**src/rtl/fitness_eval_scheduler.sv**
```systemverilog
// Fitness evaluation scheduler: walks the GA population one individual at a
// time through a shared fitness calculator. For each one it issues a start,
// waits for done (or times out), writes the result to the fitness table, and
// tracks the best individual. At the end it pulses gen_done to the GA controller.
module fitness_eval_scheduler #(
  parameter int unsigned POP_SIZE        = 16,
  parameter int unsigned IDX_W           = $clog2(POP_SIZE),
  parameter int unsigned FIT_W           = 5,
  parameter int unsigned TIMEOUT         = 64,
  parameter bit          STOP_ON_PERFECT = 1'b1
) (
  input  logic             clk,
  input  logic             rst_n,
  input  logic             gen_start,
  input  logic             abort,
  output logic [IDX_W-1:0] ind_idx,
  output logic             fc_start,
  input  logic             fc_done,
  input  logic [FIT_W-1:0] fc_fitness,
  output logic             fit_we,
  output logic [IDX_W-1:0] fit_addr,
  output logic [FIT_W-1:0] fit_data,
  output logic             busy,
  output logic             gen_done,
  output logic [IDX_W-1:0] best_idx,
  output logic [FIT_W-1:0] best_fitness,
  output logic             perfect,
  output logic             timeout_err
);

  localparam int unsigned      CNT_W    = $clog2(TIMEOUT);
  localparam logic [IDX_W-1:0] LAST_IDX = IDX_W'(POP_SIZE - 1);
  localparam logic [CNT_W-1:0] CNT_LAST = CNT_W'(TIMEOUT - 1);

  typedef enum logic [2:0] {
    S_IDLE,
    S_ISSUE,
    S_WAIT,
    S_STORE,
    S_FINISH
  } state_e;

  state_e           state_q,    state_d;
  logic [IDX_W-1:0] idx_q,      idx_d;
  logic [CNT_W-1:0] cnt_q,      cnt_d;
  logic [FIT_W-1:0] cap_q,      cap_d;
  logic [IDX_W-1:0] best_idx_q, best_idx_d;
  logic [FIT_W-1:0] best_fit_q, best_fit_d;
  logic             perfect_q,  perfect_d;
  logic             tmo_q,      tmo_d;

  // State and datapath registers, asynchronously reset.
  always_ff @(posedge clk or negedge rst_n) begin
    if (!rst_n) begin
      state_q    <= S_IDLE;
      idx_q      <= '0;
      cnt_q      <= '0;
      cap_q      <= '0;
      best_idx_q <= '0;
      best_fit_q <= '1;
      perfect_q  <= 1'b0;
      tmo_q      <= 1'b0;
    end else begin
      state_q    <= state_d;
      idx_q      <= idx_d;
      cnt_q      <= cnt_d;
      cap_q      <= cap_d;
      best_idx_q <= best_idx_d;
      best_fit_q <= best_fit_d;
      perfect_q  <= perfect_d;
      tmo_q      <= tmo_d;
    end
  end

  // Next-state and strobe logic. An abort in any active state overrides every
  // other event, so it is tested before the per-state actions.
  always_comb begin
    state_d    = state_q;
    idx_d      = idx_q;
    cnt_d      = cnt_q;
    cap_d      = cap_q;
    best_idx_d = best_idx_q;
    best_fit_d = best_fit_q;
    perfect_d  = perfect_q;
    tmo_d      = tmo_q;
    fc_start   = 1'b0;
    fit_we     = 1'b0;
    gen_done   = 1'b0;

    if (state_q == S_IDLE) begin
      if (gen_start && !abort) begin
        idx_d      = '0;
        perfect_d  = 1'b0;
        tmo_d      = 1'b0;
        best_fit_d = '1;
        best_idx_d = '0;
        state_d    = S_ISSUE;
      end
    end else if (abort) begin
      state_d = S_IDLE;
    end else begin
      case (state_q)
        S_ISSUE: begin
          fc_start = 1'b1;
          cnt_d    = '0;
          state_d  = S_WAIT;
        end
        S_WAIT: begin
          // The first WAIT cycle ignores fc_done; the calculator clears it on the start edge.
          if ((cnt_q != '0) && fc_done) begin
            cap_d   = fc_fitness;
            state_d = S_STORE;
          end else if (cnt_q == CNT_LAST) begin
            cap_d   = '1;
            tmo_d   = 1'b1;
            state_d = S_STORE;
          end else begin
            cnt_d = cnt_q + 1'b1;
          end
        end
        S_STORE: begin
          fit_we = 1'b1;
          if (cap_q < best_fit_q) begin
            best_idx_d = idx_q;
            best_fit_d = cap_q;
          end
          if (cap_q == '0) begin
            perfect_d = 1'b1;
          end
          if ((idx_q == LAST_IDX) || (STOP_ON_PERFECT && (cap_q == '0))) begin
            state_d = S_FINISH;
          end else begin
            idx_d   = idx_q + 1'b1;
            state_d = S_ISSUE;
          end
        end
        S_FINISH: begin
          gen_done = 1'b1;
          state_d  = S_IDLE;
        end
        default: state_d = S_IDLE;
      endcase
    end
  end

  assign ind_idx      = idx_q;
  assign fit_addr     = idx_q;
  assign fit_data     = cap_q;
  assign busy         = (state_q != S_IDLE);
  assign best_idx     = best_idx_q;
  assign best_fitness = best_fit_q;
  assign perfect      = perfect_q;
  assign timeout_err  = tmo_q;

endmodule
```
**config.mk**
```make
export PLATFORM = sky130hd
export DESIGN_NAME = fitness_eval_scheduler
export DESIGN_NICKNAME = d
export VERILOG_FILES = /design/src/rtl/fitness_eval_scheduler.sv
export SDC_FILE = /design/constraint.sdc
export NUM_CORES = 1
export LEC_CHECK = 0
export ABC_AREA = 1
export ABC_CLOCK_PERIOD_IN_PS = 5400
export CAP_MARGIN = 20
export CORE_MARGIN = 5
export CORE_UTILIZATION = 54
export DETAILED_ROUTE_END_ITERATION = 16
export HOLD_SLACK_MARGIN = 0.1
export PLACE_DENSITY = 0.88
export RECOVER_POWER = 50
export SLEW_MARGIN = 40
export SYNTH_ARGS = -nofsm -noshare
export SYNTH_HDL_FRONTEND = slang
export SYNTH_SLANG_ARGS = --single-unit
```
**constraint.sdc**
```tcl
create_clock -name clk -period 5.4 [get_ports clk]
set_clock_uncertainty 0.2 [all_clocks]
set_input_delay 1.08 -clock clk [delete_from_list [all_inputs] [get_ports clk]]
set_output_delay 1.08 -clock clk [all_outputs]
set_load 0.05 [all_outputs]
```
==> results.json, run 1 <==
{
  "h-tree-depth": 2,
  "slowest_stage": "clkdlybuf4s50_1",
  "num_antenna_cells": 0,
  "ys_ff_latch": 29,
  "drv_slew": 30,
  "num_rows": 20,
  "synth_area_leaders": "dfrtp_1 (34%), nand2_1 (18%), dfstp_2 (7.5%)",
  "path_max_fanout": 5,
  "cts_buffers": 5,
  "power_density_nw_per_um2": 580,
  "io_buffer_count": 37,
  "fmaxAchievable_mhz": 242,
  "first_pass_iters": 4,
  "rsz0062_at_grt": "false",
  "hpwl_um": 2730,
  "crit_path_start_kind": "input port",
  "routed_wl_um": 3720,
  "synth-edff-count": 0,
  "ant_nets": 0,
  "cts_tree": "built",
  "setup_viol": 0,
  "status": "finished, violations left",
  "worst-r2r-setup-slack_ns": 3.24,
  "dr.first_iter.drc_count": 82,
  "first_global_vias": 1416,
  "yosys_warnings": 0,
  "tns_ns": 0,
  "die_x_um": 66.9,
  "synth_area_sq_um": 1750,
  "grt_overflow": 0,
  "yosysTopAreaCell": "dfrtp_1",
  "clk_pin_slew_ns": 0.09,
  "cp-end-kind": "primary output",
  "post_cts_buffers": 0,
  "die-area_sq_um": 4470,
  "synth_top_cell_area_share_pct": 34.4,
  "clock-sinks": 29,
  "num_vias": 1569,
  "cts_resized": 0,
  "clockBufferDepth": 2,
  "antenna_found_initial": 0,
  "crit_type": "in2out",
  "slowest_delay_ns": 0.80,
  "grt_pass1_wl_um": 6550,
  "remaining_drc_errors": 0,
  "fill_cells": 253,
  "detail_route.vias_per_cell": 5.05,
  "timing.hold.ws_ns": 0.273,
  "clock-root-buffer": "clkbuf_4",
  "violations": "max-capacitance violations, max-slew violations",
  "leakagePower_nw": 1.07,
  "initial_core_util_pct": 56.7,
  "clkLatencyLatePin_ns": 0.33,
  "final_hold_viol_count": 0,
  "post-route-min-period_ns": 4.13,
  "core_sq_um": 3080,
  "tightest_slew_ns": 1.54,
  "die_y_um": 66.9,
  "io_pins": 38,
  "crit_chain": "dlygate4sd3_1 > nor2_1 > nand2_1 > inv_1 > clkdlybuf4s50_1",
  "ys_seq_area_share_pct": 41.9,
  "maxCapViolCount": 1,
  "required_ns": 4.12,
  "ys_types": 27,
  "post-route-period-util_pct": 76.5,
  "synth_flop_cell": "dfrtp_1",
  "hold_buffers": 0,
  "syn_to_final_growth_pct": 23.1,
  "critical_path_arrival_ns": 2.85,
  "synth_cells": 227,
  "syn_nets": 244,
  "finalNetCount": 283,
  "grt_max_degree": 30,
  "hold_path_class": "reg2reg",
  "ir_drop_uv": 284,
  "avgSynthCellArea_sq_um": 7.69,
  "drive_above_1_share_pct": 9.36,
  "grt_use_total_pct": 19.3,
  "routabilityCongestion": 0.793,
  "async_flop_share_pct": 100,
  "slew_headroom_pct": -2.85,
  "wl_per_cell_um": 12.0
}
-- critical path: cells and delay by family --
kind                   cells  cell delay, ns
AND/OR/NAND/NOR            2            0.28
buffers and inverters      3            1.50
-- layer usage --
metal	share of wire (%)	track usage (%)	vias to the layer above	routed length, um
met4	1.2	5.82	0	45
met5	0	0	-	0
li1	-	-	792	-
met1	45	25.4	734	1690
met3	4.4	5.06	4	163
met2	49	31.1	39	1830
-- where the power goes --
group          internal, mW  leakage [nW]  switching [mW]
Sequential            0.296         0.377          0.0762
Clock                0.0518        0.0265          0.0732
Combinational         0.241         0.665           0.508
-- final cells by class --
cell class | count | area (sq um) | share of cell area, %
clock buffer | 8 | 48.8 | 2.27
inverter | 22 | 82.6 | 3.84
multi-input combinational | 170 | 856 | 39.8
sequential | 29 | 732 | 34.1
tap | 44 | 55.1 | 2.56
timing repair buffer | 38 | 374 | 17.4
-- cell families after synthesis --
| group | share of synthesized area, % |
|---|---|
| AND/OR/NAND/NOR | 40.9 |
| flip-flops | 41.9 |
| AO/OA/AOI/OAI | 1.94 |
| XOR/XNOR | 2.51 |
| buffers and inverters | 7.74 |
| adder cells (fa/ha/maj) | 5.02 |
-- sequential cells by signal (all words and copies together) (netlist names) --
register / count
best_idx: 4
timeout_err: 1
fit_data: 5
perfect: 1
cnt_q: 6
state_q: 3
best_fitness: 5
fit_addr: 4
-- Yosys cell counts, drive strengths merged (4+ instances only) --
library cell,instances
nand2,90
nand3,25
dfrtp,24
inv,22
nor2,21
ha,7
or2,7
buf,6
dfstp,5
nand3b,4
nand4,4
xor2,4
-- path summary, 6_finish.rpt --
kind,from,endpoint,cells after the start
setup / recovery,abort,fit_we,5
hold / removal,best_fitness[2],best_fitness[2],2
setup reg to reg,state_q[0],best_idx[2],6
hold reg to reg,best_fitness[2],best_fitness[2],2
max in group asynchronous,rst_n,fit_data[0],2
min in group asynchronous,rst_n,cnt_q[2],2
-- metrics by stage --
stage	total power [mW]	instance area (sq um)	instances	utilization, %	setup WS (ns)
detailed placement	1.14	2130	303	69.1	1.34
finish	1.25	2150	311	69.8	1.27
global placement	1.12	2130	303	69.1	1.34
CTS	1.26	2170	311	70.7	1.33
floorplan	0.939	1750	227	-	1.59
global route	1.35	2150	311	69.8	1.16
-- placed cells by master (no fill, tap or decap) --
cell             instances
nor4_1                   1
dfstp_2                  5
a21oi_1                  1
a21oi_2                  1
nand4_1                  4
clkbuf_1                 4
nand3_1                 25
clkbuf_4                 5
ha_1                     7
nand3b_1                 4
xnor2_1                  1
nand2_1                 86
nor3_4                   1
or2_2                    7
nor2_1                  20
xor2_1                   4
inv_2                    1
dlygate4sd3_1            3
inv_1                   21
nand2_2                  2
dfrtp_1                 24
nand2_4                  2
o21a_1                   1
o21ai_1                  1
o21bai_1                 1
nor2_4                   1
clkdlybuf4s50_1         34
Power figures use the tool's default switching activity.
==> inputs of run 2 (changes only) <==
--- a/config.mk
+++ b/config.mk
@@ -6,13 +6,13 @@
 export NUM_CORES = 1
 export LEC_CHECK = 0
 export ABC_AREA = 1
-export ABC_CLOCK_PERIOD_IN_PS = 5400
+export ABC_CLOCK_PERIOD_IN_PS = 3500
 export CAP_MARGIN = 20
 export CORE_MARGIN = 5
-export CORE_UTILIZATION = 54
+export CORE_UTILIZATION = 45
 export DETAILED_ROUTE_END_ITERATION = 16
 export HOLD_SLACK_MARGIN = 0.1
-export PLACE_DENSITY = 0.88
+export PLACE_DENSITY = 0.79
 export RECOVER_POWER = 50
 export SLEW_MARGIN = 40
 export SYNTH_ARGS = -nofsm -noshare
==> constraint.sdc (replaced) <==
create_clock -name clk -period 3.5 [get_ports clk]
set_clock_uncertainty 0.2 [all_clocks]
set_input_delay 0.7 -clock clk [delete_from_list [all_inputs] [get_ports clk]]
set_output_delay 0.7 -clock clk [all_outputs]
set_load 0.05 [all_outputs]
==> run 2 against run 1 <==
The flow still finishes with violations (max-capacitance violations, max-slew violations). Sequential power rose by 54%. Flip-flop and latch count did not move. Final area rose by 1.5%. Clock power rose by 110%. Core utilization fell by 11 points. Register-to-register slack got worse by 1.8 ns. Combinational power rose by 54%. First-iteration DRC count fell by 4.9%. Sequential share of layout area fell by 0.49 points. Power rose by 59%. Global-route usage fell by 3.4 points. Wire length fell by 0.40%. Largest power group unchanged. Highest routed layer unchanged.
==> results.json, run 2 (synthesized netlist as in run 1, its figures left out) <==
{
  "crit_type": "reg2out",
  "fin_util_pct": 58.7,
  "cts_resized": 0,
  "io_buffer_count": 37,
  "critical_path_buf_inv_count": 2,
  "grt_overflow": 0,
  "detail_route.vias_per_cell": 4.76,
  "first_global_vias": 1397,
  "cp-end-kind": "primary output",
  "io_pins": 38,
  "cts_tree": "built",
  "drive_above_1_share_pct": 10.9,
  "num_antenna_cells": 0,
  "clockBufferDepth": 2,
  "pwr-share-clk_pct": 13.1,
  "swShare_pct": 51.2,
  "power_density_nw_per_um2": 911,
  "p_int_uw": 969,
  "h-tree-depth": 2,
  "wl_per_cell_um": 11.8,
  "leakagePower_nw": 1.09,
  "worst-r2r-setup-slack_ns": 1.43,
  "top_register": "cnt_q",
  "clock-sinks": 29,
  "required_ns": 2.60,
  "path_max_fanout": 13,
  "routed_wl_um": 3710,
  "crit_path_start_kind": "register",
  "switchingPower_mw": 1.02,
  "syn_to_final_growth_pct": 24.9,
  "finalNetCount": 283,
  "grt_use_total_pct": 15.9,
  "maxCapViolCount": 1,
  "slowest_stage": "clkdlybuf4s50_1",
  "first_pass_iters": 4,
  "post-route-min-period_ns": 2.99,
  "clock-root-buffer": "clkbuf_8",
  "hold_path_class": "reg2reg",
  "initial_core_util_pct": 47.0,
  "mostFrequentLayoutCell": "nand2_1",
  "die-area_sq_um": 5220,
  "dr.first_iter.drc_count": 78,
  "ir_drop_uv": 370,
  "post-route-period-util_pct": 85.3,
  "grt_pass1_wl_um": 6400,
  "largest_reg_flops": 6,
  "clkLatencyLatePin_ns": 0.28,
  "critical_path_arrival_ns": 2.09,
  "mostFrequentLayoutCells": "nand2_1 (86), clkdlybuf4s50_1 (31), nand3_1 (25), dfrtp_1 (24), inv_1 (21)",
  "grt_max_degree": 30,
  "slew_headroom_pct": -0.640,
  "rsz0062_at_grt": "false",
  "crit_chain": "nor3_4 > inv_2 > clkdlybuf4s50_1",
  "use_met3_pct": 5.68,
  "routabilityCongestion": 0.844,
  "status": "finished, violations left",
  "drv_slew": 30,
  "cts_buffers": 5,
  "antenna_found_initial": 0,
  "post_cts_buffers": 0,
  "die_x_um": 72.3,
  "num_vias": 1499,
  "final_hold_viol_count": 0,
  "clk_pin_slew_ns": 0.06,
  "busiest_layer": "met2",
  "seqPwrFrac_pct": 29.0,
  "critPathTopFamily": "buffers and inverters",
  "combPwrFrac_pct": 57.9,
  "use_met1_pct": 21.0,
  "slowest_delay_ns": 0.75,
  "hpwl_um": 2740,
  "tightest_slew_ns": 1.51,
  "num_rows": 22,
  "ant_nets": 0,
  "grtUsageMet2_pct": 23.7,
  "setup_viol": 0,
  "core_sq_um": 3720,
  "violations": "max-capacitance violations, max-slew violations",
  "remaining_drc_errors": 0,
  "fmaxAchievable_mhz": 335,
  "hold_buffers": 0,
  "tns_ns": 0,
  "die_y_um": 72.3
}
-- run 2: worst paths after layout --
kind,from,endpoint,cells after the start
worst max register to register,state_q[0],best_idx[1],6
worst min-delay path,best_fitness[2],best_fitness[2],2
min in group asynchronous,rst_n,cnt_q[3],2
worst max-delay path,state_q[0],busy,3
worst min register to register,best_fitness[2],best_fitness[2],2
max in group asynchronous,rst_n,best_idx[3],2
-- run 2: power by group through the flow --
stage	Combinational, mW	Clock [mW]	Sequential (mW)
floorplan	0.607	0	0.842
global placement	1.15	0	0.580
detailed placement	1.17	0	0.582
CTS	1.17	0.268	0.577
global route	1.27	0.285	0.597
finish	1.15	0.260	0.576
-- run 2: worst min-delay path: stages (launching register included) --
cell and delay [ns]:
dfstp_2 0.37, nand2_1 0.05, nand2_1 0.04
-- run 2: stage by stage --
stage / instances / hold WS [ns] / worst slack (ns) / instance area [sq um] / power, mW
2_1_floorplan: 227 / 0.204 / 0.451 / 1750 / 1.45
3_3_place_gp: 307 / 0.262 / 0.807 / 2120 / 1.73
3_5_place_dp: 307 / 0.263 / 0.786 / 2120 / 1.75
4_1_cts: 315 / 0.271 / 0.498 / 2200 / 2.02
5_1_grt: 315 / 0.287 / 0.392 / 2180 / 2.15
6_report: 315 / 0.268 / 0.515 / 2180 / 1.98
-- run 2: per-layer routing --
layer,wire (um),share of wire [%]
met1,1780,48
met2,1650,44
met3,224,6.0
met4,57,1.5
met5,0,0
-- run 2: final cells by class --
cell class,instances,area [sq um]
Clock buffer,8,80.1
Inverter,22,82.6
Multi-Input combinational cell,170,858
Fill cell,343,1540
Tap cell,48,60.1
Timing Repair Buffer,38,367
Sequential cell,29,732
